## src/rtl/mem_arb_pkg.sv

```systemverilog
// rtl/mem_arb_pkg.sv - shared types, block geometry and address helper for mem_arbiter
// Purpose: arbiter state encoding, block/word geometry constants and the
// word-address helper used by the fill issue logic.
package mem_arb_pkg;

  typedef enum logic [1:0] {IDLE, WRITE, IFILL, DFILL} arb_state_t;

  localparam int BLOCK_WORDS = 8;   // words per cache block
  localparam int WORD_IDX_W  = 3;   // bits to index a word within a block
  localparam int BLOCK_OFS_W = 4;   // byte-offset bits within a 16-byte block
  localparam int ADDR_MAX_W  = 32;  // widest address the helper supports

  // Byte address of word idx inside the block starting at base (16-bit words).
  function automatic logic [ADDR_MAX_W-1:0] word_addr(input logic [ADDR_MAX_W-1:0] base,
                                                      input logic [WORD_IDX_W-1:0] idx);
    return base + ADDR_MAX_W'({idx, 1'b0});
  endfunction

endpackage

```

## src/rtl/mem_fill_seq.sv

```systemverilog
// rtl/mem_fill_seq.sv - issue/return bookkeeping for one block fill
// Purpose: counts read issues and returns, tracks reads in flight and yields
// the word index for the next issue and for the current return.
// Ports:
//   clk, rst        clock, asynchronous active-high reset
//   start           fill begins; word 0 of the order is issued on this edge
//   startWord       first word of the issue order
//   issue           another read is scheduled for the next cycle
//   rdOnBus         a read is on the memory bus this cycle
//   memValid        memory return, already qualified by a fill state
//   issueIdx        word index of the next read to schedule
//   issueDone       all words have been scheduled
//   retAccept       this cycle's return belongs to the fill
//   retLast         this return completes the block
//   retIdx          word index of this cycle's return
module mem_fill_seq
  import mem_arb_pkg::*;
#(
  parameter int NWORDS  = 8,
  parameter int OUTST_W = 3
) (
  input  logic                  clk,
  input  logic                  rst,
  input  logic                  start,
  input  logic [WORD_IDX_W-1:0] startWord,
  input  logic                  issue,
  input  logic                  rdOnBus,
  input  logic                  memValid,
  output logic [WORD_IDX_W-1:0] issueIdx,
  output logic                  issueDone,
  output logic                  retAccept,
  output logic                  retLast,
  output logic [WORD_IDX_W-1:0] retIdx
);

  localparam int CNT_W = $clog2(NWORDS) + 1;

  logic [CNT_W-1:0]      issueCnt;
  logic [CNT_W-1:0]      retCnt;
  logic [OUTST_W-1:0]    outst;
  logic [WORD_IDX_W-1:0] firstWord;

  // Returns with nothing in flight are stray and must not be steered anywhere.
  assign retAccept = memValid && (outst != '0);
  assign retLast   = retAccept && (retCnt == CNT_W'(NWORDS - 1));
  assign issueDone = (issueCnt == CNT_W'(NWORDS));
  // Index arithmetic wraps modulo the block size for critical-word-first order.
  assign issueIdx  = firstWord + issueCnt[WORD_IDX_W-1:0];
  assign retIdx    = firstWord + retCnt[WORD_IDX_W-1:0];

  always_ff @(posedge clk or posedge rst) begin
    if (rst) begin
      issueCnt  <= '0;
      retCnt    <= '0;
      outst     <= '0;
      firstWord <= '0;
    end else if (start) begin
      // The first read is scheduled together with start, so count it now.
      issueCnt  <= CNT_W'(1);
      retCnt    <= '0;
      outst     <= '0;
      firstWord <= startWord;
    end else begin
      if (issue)     issueCnt <= issueCnt + CNT_W'(1);
      if (retAccept) retCnt   <= retCnt + CNT_W'(1);
      if (rdOnBus && !retAccept)      outst <= outst + OUTST_W'(1);
      else if (!rdOnBus && retAccept) outst <= outst - OUTST_W'(1);
    end
  end

endmodule

```

## src/rtl/mem_arbiter.sv

```systemverilog
// rtl/mem_arbiter.sv - shared-memory arbiter for D-cache writes and I/D block fills
// Purpose: arbitrates D-cache write-through, D-cache fills and I-cache fills
// onto one pipelined memory; steers returning words and pulses completion.
// Optional build macro: MEM_ARB_CWF_EN (critical word first issue order).
// Ports:
//   clk, rst                           clock, asynchronous active-high reset
//   i_miss, i_miss_addr                I-cache fill request / byte address
//   d_miss, d_miss_addr                D-cache fill request / byte address
//   d_wr_req, d_wr_addr, d_wr_data     D-cache write-through request
//   fill_data, fill_word               returned word and its block index
//   i_fill_we, d_fill_we               write strobe into the owning cache
//   i_fill_done, d_fill_done           block-complete pulses
//   d_wr_ack                           write issued pulse
//   mem_enable, mem_wr, mem_addr,
//   mem_data_in                        registered memory request
//   mem_data_out, mem_data_valid       memory read return
module mem_arbiter #(
  parameter int ADDR_W      = 16,
  parameter int DATA_W      = 16,
  parameter int BLOCK_WORDS = mem_arb_pkg::BLOCK_WORDS,
  parameter int MEM_LATENCY = 4
) (
  input  logic                              clk,
  input  logic                              rst,
  input  logic                              i_miss,
  input  logic [ADDR_W-1:0]                 i_miss_addr,
  input  logic                              d_miss,
  input  logic [ADDR_W-1:0]                 d_miss_addr,
  input  logic                              d_wr_req,
  input  logic [ADDR_W-1:0]                 d_wr_addr,
  input  logic [DATA_W-1:0]                 d_wr_data,
  output logic [DATA_W-1:0]                 fill_data,
  output logic [mem_arb_pkg::WORD_IDX_W-1:0] fill_word,
  output logic                              i_fill_we,
  output logic                              d_fill_we,
  output logic                              i_fill_done,
  output logic                              d_fill_done,
  output logic                              d_wr_ack,
  output logic                              mem_enable,
  output logic                              mem_wr,
  output logic [ADDR_W-1:0]                 mem_addr,
  output logic [DATA_W-1:0]                 mem_data_in,
  input  logic [DATA_W-1:0]                 mem_data_out,
  input  logic                              mem_data_valid
);

  import mem_arb_pkg::*;

  // Reads in flight never exceed the latency (or the block size).
  localparam int OUTST_MAX = (MEM_LATENCY < BLOCK_WORDS) ? MEM_LATENCY : BLOCK_WORDS;
  localparam int OUTST_W   = $clog2(OUTST_MAX + 1);

  arb_state_t            state, stateNxt;
  logic [ADDR_W-1:0]     fillBase, fillBaseNxt;
  logic                  memEnableNxt, memWrNxt, dWrAckNxt;
  logic [ADDR_W-1:0]     memAddrNxt;
  logic [DATA_W-1:0]     memDataInNxt;

  logic [ADDR_W-1:0]     missAddr, missBase;
  logic [WORD_IDX_W-1:0] startWord;
  logic                  seqStart, seqIssue, inFill;
  logic [WORD_IDX_W-1:0] issueIdx, retIdx;
  logic                  issueDone, retAccept, retLast;

  assign missAddr = d_miss ? d_miss_addr : i_miss_addr;
  assign missBase = missAddr & ~ADDR_W'((2 ** BLOCK_OFS_W) - 1);
`ifdef MEM_ARB_CWF_EN
  assign startWord = missAddr[BLOCK_OFS_W-1:1];
`else
  assign startWord = '0;
`endif

  assign inFill = (state == IFILL) || (state == DFILL);

  mem_fill_seq #(
    .NWORDS (BLOCK_WORDS),
    .OUTST_W(OUTST_W)
  ) uFillSeq (
    .clk      (clk),
    .rst      (rst),
    .start    (seqStart),
    .startWord(startWord),
    .issue    (seqIssue),
    .rdOnBus  (mem_enable && !mem_wr),
    .memValid (mem_data_valid && inFill),
    .issueIdx (issueIdx),
    .issueDone(issueDone),
    .retAccept(retAccept),
    .retLast  (retLast),
    .retIdx   (retIdx)
  );

  // Memory-side outputs are computed one cycle ahead and registered below.
  always_comb begin
    stateNxt     = state;
    fillBaseNxt  = fillBase;
    memEnableNxt = 1'b0;
    memWrNxt     = 1'b0;
    memAddrNxt   = '0;
    memDataInNxt = '0;
    dWrAckNxt    = 1'b0;
    seqStart     = 1'b0;
    seqIssue     = 1'b0;
    case (state)
      IDLE: begin
        if (d_wr_req) begin
          stateNxt     = WRITE;
          memEnableNxt = 1'b1;
          memWrNxt     = 1'b1;
          memAddrNxt   = d_wr_addr;
          memDataInNxt = d_wr_data;
          dWrAckNxt    = 1'b1;
        end else if (d_miss || i_miss) begin
          stateNxt     = d_miss ? DFILL : IFILL;
          fillBaseNxt  = missBase;
          seqStart     = 1'b1;
          memEnableNxt = 1'b1;
          memAddrNxt   = ADDR_W'(word_addr(ADDR_MAX_W'(missBase), startWord));
        end
      end
      WRITE: stateNxt = IDLE;
      IFILL, DFILL: begin
        if (!issueDone) begin
          seqIssue     = 1'b1;
          memEnableNxt = 1'b1;
          memAddrNxt   = ADDR_W'(word_addr(ADDR_MAX_W'(fillBase), issueIdx));
        end
        if (retLast) stateNxt = IDLE;
      end
      default: stateNxt = IDLE;
    endcase
  end

  always_ff @(posedge clk or posedge rst) begin
    if (rst) begin
      state       <= IDLE;
      fillBase    <= '0;
      mem_enable  <= 1'b0;
      mem_wr      <= 1'b0;
      mem_addr    <= '0;
      mem_data_in <= '0;
      d_wr_ack    <= 1'b0;
    end else begin
      state       <= stateNxt;
      fillBase    <= fillBaseNxt;
      mem_enable  <= memEnableNxt;
      mem_wr      <= memWrNxt;
      mem_addr    <= memAddrNxt;
      mem_data_in <= memDataInNxt;
      d_wr_ack    <= dWrAckNxt;
    end
  end

  // Return steering is combinational so the cache can write in the return cycle.
  assign fill_data   = retAccept ? mem_data_out : '0;
  assign fill_word   = retAccept ? retIdx : '0;
  assign i_fill_we   = retAccept && (state == IFILL);
  assign d_fill_we   = retAccept && (state == DFILL);
  assign i_fill_done = retLast && (state == IFILL);
  assign d_fill_done = retLast && (state == DFILL);

endmodule

```

## config.mk

```make
export PLATFORM = sky130hd
export DESIGN_NAME = mem_arbiter
export DESIGN_NICKNAME = d
export VERILOG_FILES = /design/src/rtl/mem_arb_pkg.sv /design/src/rtl/mem_fill_seq.sv /design/src/rtl/mem_arbiter.sv
export SDC_FILE = /design/constraint.sdc
export NUM_CORES = 1
export LEC_CHECK = 0
export BUFFER_PORTS_ARGS = -buffer_cell sky130_fd_sc_hd__buf_2
export CAP_MARGIN = 20
export CORE_ASPECT_RATIO = 1.1
export CORE_MARGIN = 3
export CORE_UTILIZATION = 40
export CTS_BUF_LIST = sky130_fd_sc_hd__clkbuf_4 sky130_fd_sc_hd__clkbuf_8
export CTS_CLUSTER_DIAMETER = 120
export CTS_CLUSTER_SIZE = 10
export DETAILED_ROUTE_END_ITERATION = 7
export MAX_ROUTING_LAYER = met4
export PLACE_DENSITY = 0.87
export REMOVE_ABC_BUFFERS = 1
export SLEW_MARGIN = 5
export SYNTH_ARGS = -nofsm -noshare
export SYNTH_HDL_FRONTEND = slang
export SYNTH_SLANG_ARGS = --single-unit
```

## constraint.sdc

```tcl
create_clock -name clk -period 1.9 [get_ports clk]
set_input_delay 0.19 -clock clk [delete_from_list [all_inputs] [get_ports clk]]
set_output_delay 0.19 -clock clk [all_outputs]
set_load 0.05 [all_outputs]
```

# After elaboration in Yosys (flattened, before gate mapping)
# Index checks and enable logic that the tools add are counted.
[word_totals]
inputBits = 86
word_cells = 75
register_bits = 59
[classes]
reduce_logical = 23
n_eq_ne = 7
bitwise_logic = 1
mux = 30
addsub = 5
[op_table]
columns = ["operator", "count"]
rows = [
  ["$mux W16", 7],
  ["$pmux W16 S2", 1],
  ["$add A16 B4 Y16", 1],
  ["$mux W4", 4],
  ["$mux W3", 4],
  ["$logic_and A1 B1 Y1", 10],
  ["$mux W1", 9],
  ["$add A4 B1 Y4 const B", 2],
  ["$mux W2", 3],
  ["$pmux W2 S3", 1],
  ["$reduce_bool A3 Y1", 2],
  ["$eq A2 B2 Y1 const B", 2],
  ["$eq A4 B3 Y1 const B", 1],
  ["$eq A4 B4 Y1 const B", 1],
  ["$reduce_bool A2 Y1", 2],
  ["$add A3 B1 Y3 const B", 1],
  ["$logic_not A1 Y1", 3],
  ["$ne A3 B3 Y1 const B", 1],
  ["$reduce_and A3 Y1", 1],
  ["$sub A3 B1 Y3 const B", 1],
  ["$eq A2 B1 Y1 const B", 1],
  ["$logic_not A2 Y1", 1],
  ["$logic_or A1 B1 Y1", 2],
  ["$ne A2 B2 Y1 const B", 1],
  ["4 further kinds", 4],
]

# Longest topological paths before layout
[logic_depth]
word_depth = 8
mapped_depth = 7
depth_no_buf = 6

# Cells and area by module
# From an unflattened synthesis, not the netlist that was laid out.
[unflattened]
hier_cells = 264
area_unflattened_um2 = 2999.1
[modules_own_cells]
columns = ["module", "area_per_inst_um2", "instances", "cells_each"]
rows = [
  ["mem_arbiter", 2099.5, 1, 174],
  ["mem_fill_seq", 899.6, 1, 90],
]

# Worst setup path before layout
# No wires, ideal clock.
[synth_path]
kind = "reg2reg"
from = "reg mem_enable"
to = "reg uFillSeq.outst[2]"
setup_slack_ns = -0.052
setup_ns = 0.151
path_buffers = 0
arrival_ns = 1.801
path_stages_with_launch = 7
path_cell_list = "dfrtp_1 > nor2b_1 > nand2_1 > fa_1 > nor3_1 > o21ai_0 > nor3b_1"
[synth_between]
elab_chain_cells = 4
word_cells_on_any_way = 7
classes_between = "2 x mux; 5 x reduce/logical"
[synth_rtl]
columns = ["item", "line_no", "rtl"]
rows = [
  ["start, declared", "mem_arbiter.sv:39", "output logic mem_enable,"],
  ["start signal, assigned", "mem_arbiter.sv:146", "mem_enable <= memEnableNxt;"],
  ["$logic_and A1 B1 Y1 (*)", "mem_arbiter.sv:84", ".rdOnBus (mem_enable && !mem_wr),"],
  ["$logic_and A1 B1 Y1 or $logic_not A1 Y1 (tied branches)", "mem_fill_seq.sv:66, mem_fill_seq.sv:67", ""],
  ["$mux W3 or $logic_and A1 B1 Y1 (tied branches)", "mem_fill_seq.sv:66, mem_fill_seq.sv:67", ""],
  ["$mux W3 or $reduce_bool A3 Y1 (tied branches)", "-", ""],
  ["end signal, assigned", "mem_fill_seq.sv:66", "if (rdOnBus && !retAccept) outst <= outst + OUTST_W'(1);"],
  ["end signal, assigned", "mem_fill_seq.sv:67", "else if (!rdOnBus && retAccept) outst <= outst - OUTST_W'(1);"],
  ["end, declared", "mem_fill_seq.sv:40", "logic [OUTST_W-1:0] outst;"],
]
# Every way passes the cells marked *; elsewhere a longest branch is shown, timed or not.
# A chain may end at the register's enable or synchronous reset.

# Worst setup path in the final report
[layout_path]
from = "reg uFillSeq.outst[0]"
to = "out fill_data[5]"
[layout_between]
elab_chain_cells = 3
[layout_rtl]
columns = ["item", "line_no", "rtl"]
rows = [
  ["$reduce_bool A3 Y1", "mem_fill_seq.sv:44", "assign retAccept = memValid && (outst != '0);"],
  ["$logic_and A1 B1 Y1", "mem_fill_seq.sv:44", ""],
  ["$mux W16", "mem_arbiter.sv:155", "assign fill_data = retAccept ? mem_data_out : '0;"],
  ["end, declared", "mem_arbiter.sv:32", "output logic [DATA_W-1:0] fill_data,"],
]
# Every way passes these cells.

==> impl_metrics.tcl <==
set metrics [dict create \
    status "finished clean" \
    fin_crit_sh 0.986 \
    clock_sinks 59 \
    io_pins 144 \
    wl_um 6980 \
    synth-compound-area-share 0.121 \
    dpl.hpwl_um 5030 \
    grt.total_usage 0.184 \
    antenna_found_initial 0 \
    synth_flop_cell "dfrtp_1" \
    p_per_area_mw_per_mm2 1740 \
    layout_common_cells "buf_2 (114), dfrtp_1 (57), buf_4 (29)" \
    finClkSkew_ps 7.89 \
    synth_top_area_share 0.550 \
    cpMaxStageDelayCell "dfrtp_2" \
    cts-root-buf "clkbuf_8" \
    synth-simple-area-share 0.193 \
    post-route-min-period_ps 1870 \
    num_vias 2278 \
    synth_area_leaders "dfrtp_1 (55%), mux2i_1 (5.2%), and2_1 (4.9%)" \
    yosys.area.top_type "dfrtp_1" \
    antennaDiodeCount 0 \
    route.detailed.drc 0 \
    post_synth_num_cell_types 38 \
    synth_top_family_by_area "simple AND/OR/NAND/NOR gates" \
    tightest_slew_ps 719 \
    min_path_type "in2reg" \
    synth_seq_area_share 0.550 \
    area_delta_synth_final_pct 43.1 \
    drive_above_1_share 0.524 \
    gp_congestion 0.771 \
    die_h_um 91.9 \
    nets 463 \
    cts_buffer_depth 2 \
    synthCells 226 \
    relSlewSlack 0.521 \
    place_inst 437 \
    maxSlewViolCount 0 \
    fmax_mhz 534 \
    clkTransAtPathRegs_ps 60 \
    critPathMaxStageDelay_ps 460 \
    max-vdd-ir-drop_uv 731 \
    cts_tree "yes" \
    required_ps 1710 \
    clk_latency_ps 330 \
    path_class "reg2out" \
    coreArea_mm2 0.00634 \
    hold_ws_ps 77.9 \
    via_per_inst 4.97 \
    dr.pass1.iters 4 \
    start_util 0.423 \
    cp-start-kind "flop" \
    p_leak_nw 2.14 \
    final_common_cell "buf_2" \
    fillers 509 \
    placementRows 30 \
    dieWidth_um 84.1 \
    final_cells 458 \
    synth-xor-area-share 0.0163 \
    worstPathArrival_ps 1680 \
    cp-end-kind "output pin" \
    synth_mux_area_frac 0.0522 \
    ys_seq_elements 59 \
    grt_pass1_vias 2322 \
    h-tree-depth 3 \
    wl_per_cell_um 15.2 \
    maxCapViolations 0 \
    synth_area_mm2 0.00269 \
    synth_warnings 0 \
    grt_overflow 0 \
    dieArea_mm2 0.00773 \
    grt_pass1_wl_um 11100 \
    path_cells "o311a_1 > buf_6 > and2_1 > buf_4" \
    antenna_left 0 \
    synth_fa_ha_area_frac 0.0214 \
    place_ws_ps 103 \
    hold_viol_final 0 \
    io_buffers 135 \
    syn_avg_cell_area_um2 11.9 \
    synth_edf_count 0 \
    crit_fanout 23 \
    layout_setup_ws_ps 27.5 \
    grt_start_max_net_pins 34 \
    drtIter0Drc 101 \
    cts_buffers 9 \
    setup_viol 0 \
    synthArstFlopShare 1.00 \
]
==> layout make-up <==
cell class                      instances  area (um2)  area share
Sequential cell                        59        1480       0.385
Clock inverter                          4        97.6      0.0254
Timing Repair Buffer                  152         897       0.233
Tap cell                               80         100      0.0261
Clock buffer                           12         153      0.0397
Multi-Input combinational cell        147        1100       0.287
Inverter                                4        15.0     0.00391
==> synthesized netlist by cell type, types with 2 or more instances <==
master and instances:
a21o_1 2, a21o_2 10, a21oi_1 2, a221o_1 7, a221o_2 5, a22o_1 3, and2_1 21, and3_1 18
buf_2 5, buf_4 2, buf_6 2, clkbuf_1 5, dfrtp_1 59, ha_1 3, inv_1 4, mux2i_1 14
nand2_1 10, nand3_1 2, nand4_1 2, nor2_1 19, nor2_4 5, nor3_1 4, nor3b_1 2, o21ai_0 3
xnor2_1 3, xor2_1 2
==> cells by family (layout without fill, tap and decap cells) <==
family / Yosys count / in the layout
AO/OA/AOI/OAI: 35 / 35
XOR/XNOR: 5 / 5
adder cells (fa/ha/maj): 4 / 4
buffers and inverters: 20 / 172
flip-flops: 59 / 59
multiplexers: 14 / 14
AND/OR/NAND/NOR: 89 / 89
==> layer usage <==
metal | vias to the layer above | track usage | wire, um
met5 | - | - | 0
met4 | 0 | 0.0643 | 86
met1 | 1100 | 0.224 | 2930
met2 | 88 | 0.303 | 3530
met3 | 9 | 0.0395 | 440
li1 | 1081 | - | -
==> path summary, 6_finish.rpt <==
path                                               start                            end  slack (ps)  cells past startpoint
max                        uFillSeq.outst[0]$_DFFE_PP0P_                   fill_data[5]          30                      4
min                                         d_wr_addr[1]          mem_addr[1]$_DFF_PP0_          80                      2
max reg2reg                uFillSeq.outst[2]$_DFFE_PP0P_  uFillSeq.outst[2]$_DFFE_PP0P_          60                      6
min reg2reg                      fillBase[4]$_DFFE_PP0P_        fillBase[4]$_DFFE_PP0P_         480                      1
max in group asynchronous                            rst  uFillSeq.outst[0]$_DFFE_PP0P_         840                      4
min in group asynchronous                            rst        fillBase[5]$_DFFE_PP0P_         480                      3
==> where the power goes <==
group / switching [W] / total (W) / internal (W) / leakage (nW)
combinational: 0.00204 / 0.00324 / 0.00120 / 1.26
sequential: 0.000318 / 0.00204 / 0.00172 / 0.752
clock: 0.000472 / 0.00141 / 0.000937 / 0.124
==> through the flow <==
stage | utilization | total power [W] | area [um2] | setup TNS (ps)
after floorplan | - | 0.00425 | 2570 | -727
after global placement | 0.544 | 0.00497 | 3450 | 0
after detailed placement | 0.544 | 0.00509 | 3450 | 0
after CTS | 0.596 | 0.00662 | 3780 | -15.3
after global routing | 0.606 | 0.00708 | 3840 | -252
final | 0.606 | 0.00669 | 3840 | 0
==> worst max-delay path, delay by kind of cell (launching register included) <==
family	cells	cell delay, ps
DFF	1	460
AOI/OAI and AO/OA	1	380
and+or+nand+nor	1	160
buffers and inverters	2	350
==> state kept, by name, indices dropped and copies added (netlist names) <==
register / count
mem_enable: 1
mem_addr: 16
mem_data_in: 16
uFillSeq.retCnt: 4
uFillSeq.issueCnt: 4
state: 2
mem_wr: 1
uFillSeq.outst: 3
fillBase: 12
==> what timing repair did <==
action | in CTS | in global routing
resized for setup | 24 | 10
endpoints found under the hold margin | 26 | 0
setup buffers | 1 | 3
hold buffers | 1 | 0
endpoints found under the setup margin | 21 | 19
pin swaps | 0 | 3
(Power assumes the default switching activity.)
